===== src/rtl/pipe_ctrl.sv =====
// pipe_ctrl: stall/bubble and condition-code control for the five-stage
// Y86-64 PIPE processor, plus a registered RUN/HALTED state machine.
//
// Build option: define PIPE_PERF_EN to compile in the saturating
// performance counters (cyc_cnt, stall_cnt, bub_cnt). Without it the
// counters are tied to zero and no counter flops exist.
//
// There is no valid/ready handshake on this block: every output is a
// level that the pipeline registers consume at the same rising edge.
//
// The FSM state is observable on the `halted` output, which is decoded
// directly from the state register (and forced low while reset is high).

module pipe_ctrl #(
  parameter int CNT_W = 32
) (
  input  logic             clk,
  input  logic             reset,
  input  logic [3:0]       D_icode,
  input  logic [3:0]       E_icode,
  input  logic [3:0]       M_icode,
  input  logic [3:0]       d_srcA,
  input  logic [3:0]       d_srcB,
  input  logic [3:0]       E_dstM,
  input  logic             e_Cnd,
  input  logic [1:0]       m_stat,
  input  logic [1:0]       W_stat,
  output logic             F_stall,
  output logic             D_stall,
  output logic             D_bubble,
  output logic             E_bubble,
  output logic             M_bubble,
  output logic             W_stall,
  output logic             set_cc,
  output logic             halted,
  output logic [1:0]       halt_stat,
  output logic [CNT_W-1:0] cyc_cnt,
  output logic [CNT_W-1:0] stall_cnt,
  output logic [CNT_W-1:0] bub_cnt
);

  // Instruction codes that matter to hazard detection.
  localparam logic [3:0] I_MRMOVQ = 4'h5;
  localparam logic [3:0] I_OPQ    = 4'h6;
  localparam logic [3:0] I_JXX    = 4'h7;
  localparam logic [3:0] I_RET    = 4'h9;
  localparam logic [3:0] I_POPQ   = 4'hB;
  localparam logic [3:0] R_NONE   = 4'hF;

  // Status codes; anything other than AOK is an exception.
  localparam logic [1:0] S_AOK    = 2'd0;

  typedef enum logic {
    ST_RUN    = 1'b0,
    ST_HALTED = 1'b1
  } state_t;

  state_t     state;
  state_t     state_nxt;
  logic [1:0] halt_stat_nxt;

  logic lu;
  logic ret;
  logic mp;
  logic exc;
  logic w_exc;

  // Hazard conditions from the current stage contents.
  always_comb begin
    lu    = ((E_icode == I_MRMOVQ) || (E_icode == I_POPQ)) &&
            (E_dstM != R_NONE) &&
            ((E_dstM == d_srcA) || (E_dstM == d_srcB));
    ret   = (D_icode == I_RET) || (E_icode == I_RET) || (M_icode == I_RET);
    mp    = (E_icode == I_JXX) && !e_Cnd;
    w_exc = (W_stat != S_AOK);
    exc   = (m_stat != S_AOK) || w_exc;
  end

  // State register and latched halt status.
  always_ff @(posedge clk) begin
    if (reset) begin
      state     <= ST_RUN;
      halt_stat <= S_AOK;
    end else begin
      state     <= state_nxt;
      halt_stat <= halt_stat_nxt;
    end
  end

  // Next state: a non-AOK status reaching W stops the machine for good;
  // only reset brings it back to RUN.
  always_comb begin
    state_nxt     = state;
    halt_stat_nxt = halt_stat;
    case (state)
      ST_RUN: begin
        if (w_exc) begin
          state_nxt     = ST_HALTED;
          halt_stat_nxt = W_stat;
        end
      end
      ST_HALTED: begin
        state_nxt = ST_HALTED;
      end
      default: begin
        state_nxt = ST_RUN;
      end
    endcase
  end

  // Pipeline register controls. Reset flushes the pipe with bubbles,
  // HALTED freezes it regardless of inputs, RUN applies the hazard logic.
  // A load/use stall on D wins over the bubble that ret would request.
  always_comb begin
    F_stall  = 1'b0;
    D_stall  = 1'b0;
    D_bubble = 1'b0;
    E_bubble = 1'b0;
    M_bubble = 1'b0;
    W_stall  = 1'b0;
    set_cc   = 1'b0;
    halted   = 1'b0;
    if (reset) begin
      D_bubble = 1'b1;
      E_bubble = 1'b1;
      M_bubble = 1'b1;
    end else if (state == ST_HALTED) begin
      F_stall  = 1'b1;
      D_stall  = 1'b1;
      W_stall  = 1'b1;
      E_bubble = 1'b1;
      M_bubble = 1'b1;
      halted   = 1'b1;
    end else begin
      F_stall  = lu | ret;
      D_stall  = lu;
      D_bubble = mp | (ret & ~lu);
      E_bubble = mp | lu;
      M_bubble = exc;
      W_stall  = w_exc;
      set_cc   = (E_icode == I_OPQ) & ~exc;
    end
  end

`ifdef PIPE_PERF_EN
  localparam logic [CNT_W-1:0] CNT_ONE = CNT_W'(1);

  logic [CNT_W-1:0] cyc_q;
  logic [CNT_W-1:0] stall_q;
  logic [CNT_W-1:0] bub_q;
  logic             cnt_run;

  // Counters only advance while the machine is running (reset is
  // handled first in the register block, so it never counts).
  assign cnt_run = (state == ST_RUN);

  // Saturating performance counters; they hold their value in HALTED.
  always_ff @(posedge clk) begin
    if (reset) begin
      cyc_q   <= '0;
      stall_q <= '0;
      bub_q   <= '0;
    end else if (cnt_run) begin
      if (!(&cyc_q)) begin
        cyc_q <= cyc_q + CNT_ONE;
      end
      if (F_stall && !(&stall_q)) begin
        stall_q <= stall_q + CNT_ONE;
      end
      if ((D_bubble || E_bubble) && !(&bub_q)) begin
        bub_q <= bub_q + CNT_ONE;
      end
    end
  end

  assign cyc_cnt   = cyc_q;
  assign stall_cnt = stall_q;
  assign bub_cnt   = bub_q;
`else
  assign cyc_cnt   = '0;
  assign stall_cnt = '0;
  assign bub_cnt   = '0;
`endif

endmodule

===== config.mk =====
export PLATFORM = sky130hd
export DESIGN_NAME = pipe_ctrl
export DESIGN_NICKNAME = d
export VERILOG_FILES = /design/src/rtl/pipe_ctrl.sv
export SDC_FILE = /design/constraint.sdc
export NUM_CORES = 1
export LEC_CHECK = 0
export CAP_MARGIN = 20
export CORE_UTILIZATION = 26
export CTS_CLUSTER_DIAMETER = 60
export DETAILED_ROUTE_END_ITERATION = 7
export PLACE_DENSITY = 0.82
export SLEW_MARGIN = 20
export SYNTH_ARGS = -nofsm -noshare
export SYNTH_HDL_FRONTEND = slang
export SYNTH_SLANG_ARGS = --single-unit

===== constraint.sdc =====
create_clock -name clk -period 2.2 [get_ports clk]
set_clock_uncertainty 0.15 [all_clocks]
set_input_delay 0.44 -clock clk [delete_from_list [all_inputs] [get_ports clk]]
set_output_delay 0.44 -clock clk [all_outputs]
set_load 0.05 [all_outputs]

== Word level (Yosys, flattened, before mapping) ==
Cells that the tools add are included.

* Register bits: 3
* Output and inout port bits: 106
* Word-level logic and storage cells: 50

* Equal/unequal tests: 10
* Mux-type cells: 18
* Bitwise operators: 8
* Reduce and logical (&&, ||, !) cells: 12

{| class="wikitable"
|+ Operators by type and width
! cell !! number
|-
| $mux 1 || 17
|-
| $eq 4x4->1 const B || 4
|-
| $eq 4x3->1 const B || 3
|-
| $eq 4x4->1 || 2
|-
| $logic_or 1x1->1 || 5
|-
| $ne 4x4->1 const B || 1
|-
| $reduce_bool 2->1 || 2
|-
| $logic_and 1x1->1 || 3
|-
| $not 1->1 || 3
|-
| $or 1x1->1 || 3
|-
| $and 1x1->1 || 2
|-
| $pmux 1 s2 || 1
|-
| $reduce_and 2->1 || 1
|-
| $logic_not 1->1 || 1
|}

== Logic depth before layout (Yosys ltp) ==
Gate-level depths: netlist of run 1.

* Depth in word-level cells: 9
* Depth in mapped cells: 4

== Worst setup path before layout of run 1 ==
Ideal clock, no wire load.

* Path type: input -> output
* Start: input port W_stat[1]
* End: output port set_cc
* Arrival: 2.725 ns
* Setup slack: -1.115 ns
* Stages: 3
* Path buffers: 0
* Path through: nor3_1 > nand2_1 > nor4bb_1

* Word-level cells in the longest chain between the ends: 6

{| class="wikitable"
|+ Ends and longest elaborated chain
! element !! line !! source
|-
| start, declared || 27 || <nowiki>input logic [1:0] W_stat,</nowiki>
|-
| $reduce_bool 2->1 || 75 || <nowiki>w_exc = (W_stat != S_AOK);</nowiki>
|-
| $logic_or 1x1->1 || 76 || <nowiki>exc = (m_stat != S_AOK) || w_exc;</nowiki>
|-
| $not 1->1 || 141 || <nowiki>set_cc = (E_icode == I_OPQ) & ~exc;</nowiki>
|-
| $and 1x1->1 || 141 ||
|-
| $mux 1 || 127 || <nowiki>end else if (state == ST_HALTED) begin</nowiki>
|-
| $mux 1 || 123 || <nowiki>if (reset) begin</nowiki>
|-
| end, declared || 34 || <nowiki>output logic set_cc,</nowiki>
|}

Every way passes these cells.

== Final worst setup path of run 1 ==
* Start: input port E_icode[3]
* End: output port D_bubble

* Word-level cells in the longest chain between the ends: 9
* Elaborated cells on any way between the ends: 15

{| class="wikitable"
|+ Ends and longest elaborated chain
! element !! line !! source
|-
| start, declared || 20 || <nowiki>input logic [3:0] E_icode,</nowiki>
|-
| $eq 4x3->1 or $eq 4x4->1 (tied branches) || 70 || <nowiki>lu = ((E_icode == I_MRMOVQ) || (E_icode == I_POPQ)) &&</nowiki>
|-
| $logic_or 1x1->1 || 70 ||
|-
| $logic_and 1x1->1 || 70 ||
|-
| $logic_and 1x1->1 || 71 || <nowiki>(E_dstM != R_NONE) &&</nowiki>
|-
| $not 1->1 || 137 || <nowiki>D_bubble = mp | (ret & ~lu);</nowiki>
|-
| $and 1x1->1 || 137 ||
|-
| $or 1x1->1 (*) || 137 ||
|-
| $mux 1 (*) || 127 ||
|-
| $mux 1 (*) || 123 ||
|-
| end, declared || 30 || <nowiki>output logic D_bubble,</nowiki>
|}

Every way passes the cells marked *; elsewhere a longest branch is shown, timed or not.

==> flow_summary.rst, run 1 <==
.. list-table::
   :header-rows: 1

   * - Metric
     - Value
   * - CTS H-tree depth
     - 1
   * - Number of diodes added for antenna fixing
     - 0
   * - Share of total power in sequential cells
     - under 10%
   * - Cell internal power dissipation
     - between 200 and 300 µW
   * - Yosys cell types
     - 26
   * - Unrepaired setup endpoints after global routing
     - yes
   * - Cell chosen for the clock root
     - clkbuf_8
   * - Total Die Area
     - around 4400 µm²
   * - Violations in the final reports
     - setup timing
   * - Net count of the finished layout
     - about 230
   * - Most area-hungry cell type in the Yosys netlist
     - buf_4
   * - Fin cells
     - about 250
   * - Worst slew margin relative to its limit
     - ~67%
   * - Top-count cell post-synth
     - buf_4
   * - Most utilized layer in the global route result
     - met2
   * - IO Count
     - 137
   * - Clock-pin slew reported for the worst setup and hold paths after clock tree synthesis
     - roughly 0.030 ns
   * - Die H
     - roughly 66 µm
   * - Summed instance area of the synthesized netlist
     - 1080 µm²
   * - Critical Path Start Type
     - primary input
   * - Clock Power Share
     - a little over a fifth
   * - Hold buffer count at CTS
     - 0
   * - Tmin final
     - between 2 and 2.5 ns
   * - First-pass detailed-route iteration total
     - 4
   * - Yosys Warn Count
     - 0
   * - PnR worst setup slack
     - -0.09408 ns
   * - Max-slew violation count
     - 0
   * - Transition time at the pin with the least slew margin
     - between 0.4 and 0.5 ns
   * - Fraction of power consumed by combinational cells
     - 71.1%
   * - Via count of the first global-routing pass
     - between 600 and 700
   * - Vias per cell
     - ~3.3
   * - Most instantiated cells after synthesis
     - buf_4 (96), xor2_1 (8), nand2_1 (5)
   * - Horizontal die dimension
     - approximately 66 µm
   * - Dominant cells by area after synthesis
     - buf_4 (67%), xor2_1 (6.5%), dfxtp_1 (5.6%), nor4bb_1 (1.9%), nand2_1 (1.7%)
   * - Worst setup EP type
     - output pin
   * - Area Overhead vs Synth
     - 32.56%
   * - Clock tree from TritonCTS
     - built
   * - Count of mapped cells out of synthesis
     - between 100 and 150
   * - Detailed-route wire length per cell
     - 7.874 µm
   * - Result of the run
     - complete, but fails checks
   * - Placeable core region
     - approximately 4000 µm²
   * - Global-route wire length before repair
     - about 2600 µm
   * - Flip-flop and latch count after synthesis
     - 3
   * - Maximum number of pins on one net before global-route repair
     - 8
   * - Main flop type after synthesis
     - dfxtp_1
   * - Total global routing overflow
     - 0
   * - Num Clock Sinks
     - 3
   * - Antenna-violating nets left
     - 0
   * - Worst VDD drop
     - 0.1872 mV
   * - Clk Latency, worst-skew pair
     - around 0.22 ns
   * - Number of hold-slack violations in the final timing report
     - 0
   * - Register-to-register path setup slack
     - between 1 and 1.5 ns
   * - Required time reported for the critical path endpoint
     - roughly 1.6 ns
   * - Met3 usage in global routing
     - ~1.0%
   * - Worst setup path start
     - E_icode[3]
   * - Final TNS setup
     - -0.09408 ns
   * - Hold path startpoint
     - halt_stat[0]
   * - Net switching power
     - 494.4 µW
   * - Number of max-capacitance violations reported
     - 0
   * - Synth top area share
     - 66.74%
   * - WS Path Type
     - primary input to output pin
   * - Fraction of layout cells with a size suffix above 1
     - between 20% and 30%
   * - Leakage Power
     - slightly above 0.8 nW
   * - Data arrival at the endpoint of the critical path
     - between 1.5 and 2 ns
   * - Residual DRC
     - 0
   * - Dpl cells
     - about 240
   * - M1 GR Usage
     - about 7.1%
   * - Routed vias
     - between 800 and 900
   * - Synth async-reset ratio
     - 0%
   * - Peak fanout along the critical path
     - 3
   * - Total power per unit cell area
     - between 500 and 600 nW/µm²
   * - Count of flip-flops with a built-in enable after synthesis
     - 0
   * - Final cycle utilization of the critical path
     - 104.3%
   * - Initial core utilization
     - between 20% and 30%
   * - Std-Cell Rows
     - 23
   * - Worst min-delay path category
     - register to register
   * - Fraction of the core area covered by cells at the end of the flow
     - a little over a third
   * - Finish-stage setup viols
     - 1
   * - Source of the worst register-to-register timing path
     - state
   * - Share of the yosys chip area belonging to registers
     - under 10%
   * - Largest buffer count on any clock path
     - 2
   * - Highest achievable clock rate
     - 435.9 MHz
   * - Overall routing resource usage
     - 8.211%
   * - Total power draw
     - about 800 µW
   * - Final GP Congestion
     - 0.6155
   * - Average cell area after synthesis
     - approximately 7.5 µm²
   * - Number of antenna violations at the first check in global routing
     - 0
   * - HPWL after detailed placement
     - 1725 µm
   * - Met2 capacity usage during global routing
     - roughly 17%
   * - Wire length reported by the detailed router
     - 1945 µm
   * - Sw Ratio
     - between 60% and 70%
   * - Number of buffers added by the clock tree synthesis step
     - 3
   * - Number of buffers inserted by port buffering
     - 40
   * - Initial DRC count
     - 13
-- through the flow --
| stage | setup WS, ns | hold WS, ns | area (µm²) |
|---|---|---|---|
| 2_1_floorplan | -0.02785 | 0.3591 | 1460 |
| 3_3_place_gp | -0.5782 | 0.3104 | 1330 |
| 3_5_place_dp | -0.6318 | 0.3350 | 1330 |
| 4_1_cts | -0.09291 | 0.3387 | 1383 |
| 5_1_grt | -0.1194 | 0.3722 | 1431 |
| 6_report | -0.09408 | 0.3346 | 1431 |
-- sequential cells by signal, summed over array words and instances, names as in the netlist --
signal / cells
halt_stat: 2
state: 1
-- timing repair --
item	4_1_cts	5_1_grt
gates resized for setup	85	15
pin swaps	21	13
endpoints found under the setup margin	6	4
buffers inserted	3	0
-- logic make-up after synthesis --
| group | Yosys count | synth area share [%] |
|---|---|---|
| AOI/OAI and AO/OA | 8 | 5.562 |
| xor gates and xnor gates | 8 | 6.489 |
| buffers and inverters | 100 | 68.13 |
| DFF | 3 | 5.562 |
| other | 1 | 0.3473 |
| and+or+nand+nor | 24 | 13.91 |
-- cell usage in the layout, fill, tap and decap left out, types with 2 or more instances in the layout --
| master | instances |
|---|---|
| buf_2 | 7 |
| xor2_2 | 2 |
| dlygate4sd2_1 | 12 |
| inv_1 | 4 |
| xor2_1 | 6 |
| conb_1 | 96 |
| dfxtp_1 | 3 |
| buf_12 | 7 |
| clkbuf_8 | 3 |
| nor3_4 | 2 |
| nand2_1 | 4 |
| buf_8 | 3 |
| o21ai_0 | 2 |
| buf_4 | 9 |
| nor4bb_4 | 2 |
| clkbuf_2 | 2 |
| nor2_1 | 4 |
| clkdlybuf4s15_1 | 2 |
| clkdlybuf4s50_1 | 2 |
| buf_6 | 5 |
-- layer usage --
metal | wire length, µm | part of all wire, % | up-vias
met5 | 0 | 0 | -
met4 | 8 | 0.41 | 0
met3 | 186 | 9.6 | 2
met2 | 1201 | 62 | 71
met1 | 548 | 28 | 358
li1 | - | - | 376
-- final timing paths --
kind                            cells past startpoint      endpoint
worst min register to register                      2  halt_stat[0]
worst max register to register                      4         state
worst max-delay path                                6      D_bubble
worst min-delay path                                2  halt_stat[0]
-- power by group through the flow --
stage	Clock [mW]	Sequential [mW]	Combinational, mW
after floorplan	0	0.0716	0.554
after global placement	0	0.0628	0.543
after detailed placement	0	0.0633	0.546
after CTS	0.170	0.0626	0.544
after global routing	0.177	0.0633	0.580
final	0.163	0.0630	0.556
-- critical path, stage by stage --
cell and delay (ns):
buf_8 0.10, buf_6 0.10, and4bb_2 0.23, or4_1 0.52, and3_4 0.17, buf_8 0.14
-- layout make-up --
| cell class | instances | area (µm²) |
|---|---|---|
| Fill cell | 440 | 2569 |
| Multi-Input combinational cell | 136 | 738.2 |
| Timing Repair Buffer | 50 | 510.5 |
| Tap cell | 50 | 62.56 |
| Sequential cell | 3 | 60.06 |
| Clock buffer | 4 | 45.04 |
| Inverter | 4 | 15.01 |
Power figures use the tool's default switching activity.
==> inputs of run 2 (changes only) <==
--- a/config.mk
+++ b/config.mk
@@ -9,6 +9,7 @@
 export CORE_UTILIZATION = 26
 export CTS_CLUSTER_DIAMETER = 60
 export DETAILED_ROUTE_END_ITERATION = 7
+export HOLD_SLACK_MARGIN = 0.08
 export PLACE_DENSITY = 0.82
 export SLEW_MARGIN = 20
 export SYNTH_ARGS = -nofsm -noshare
==> results of run 2 <==
Final layout, timing and power as in run 1 (identical DEF).
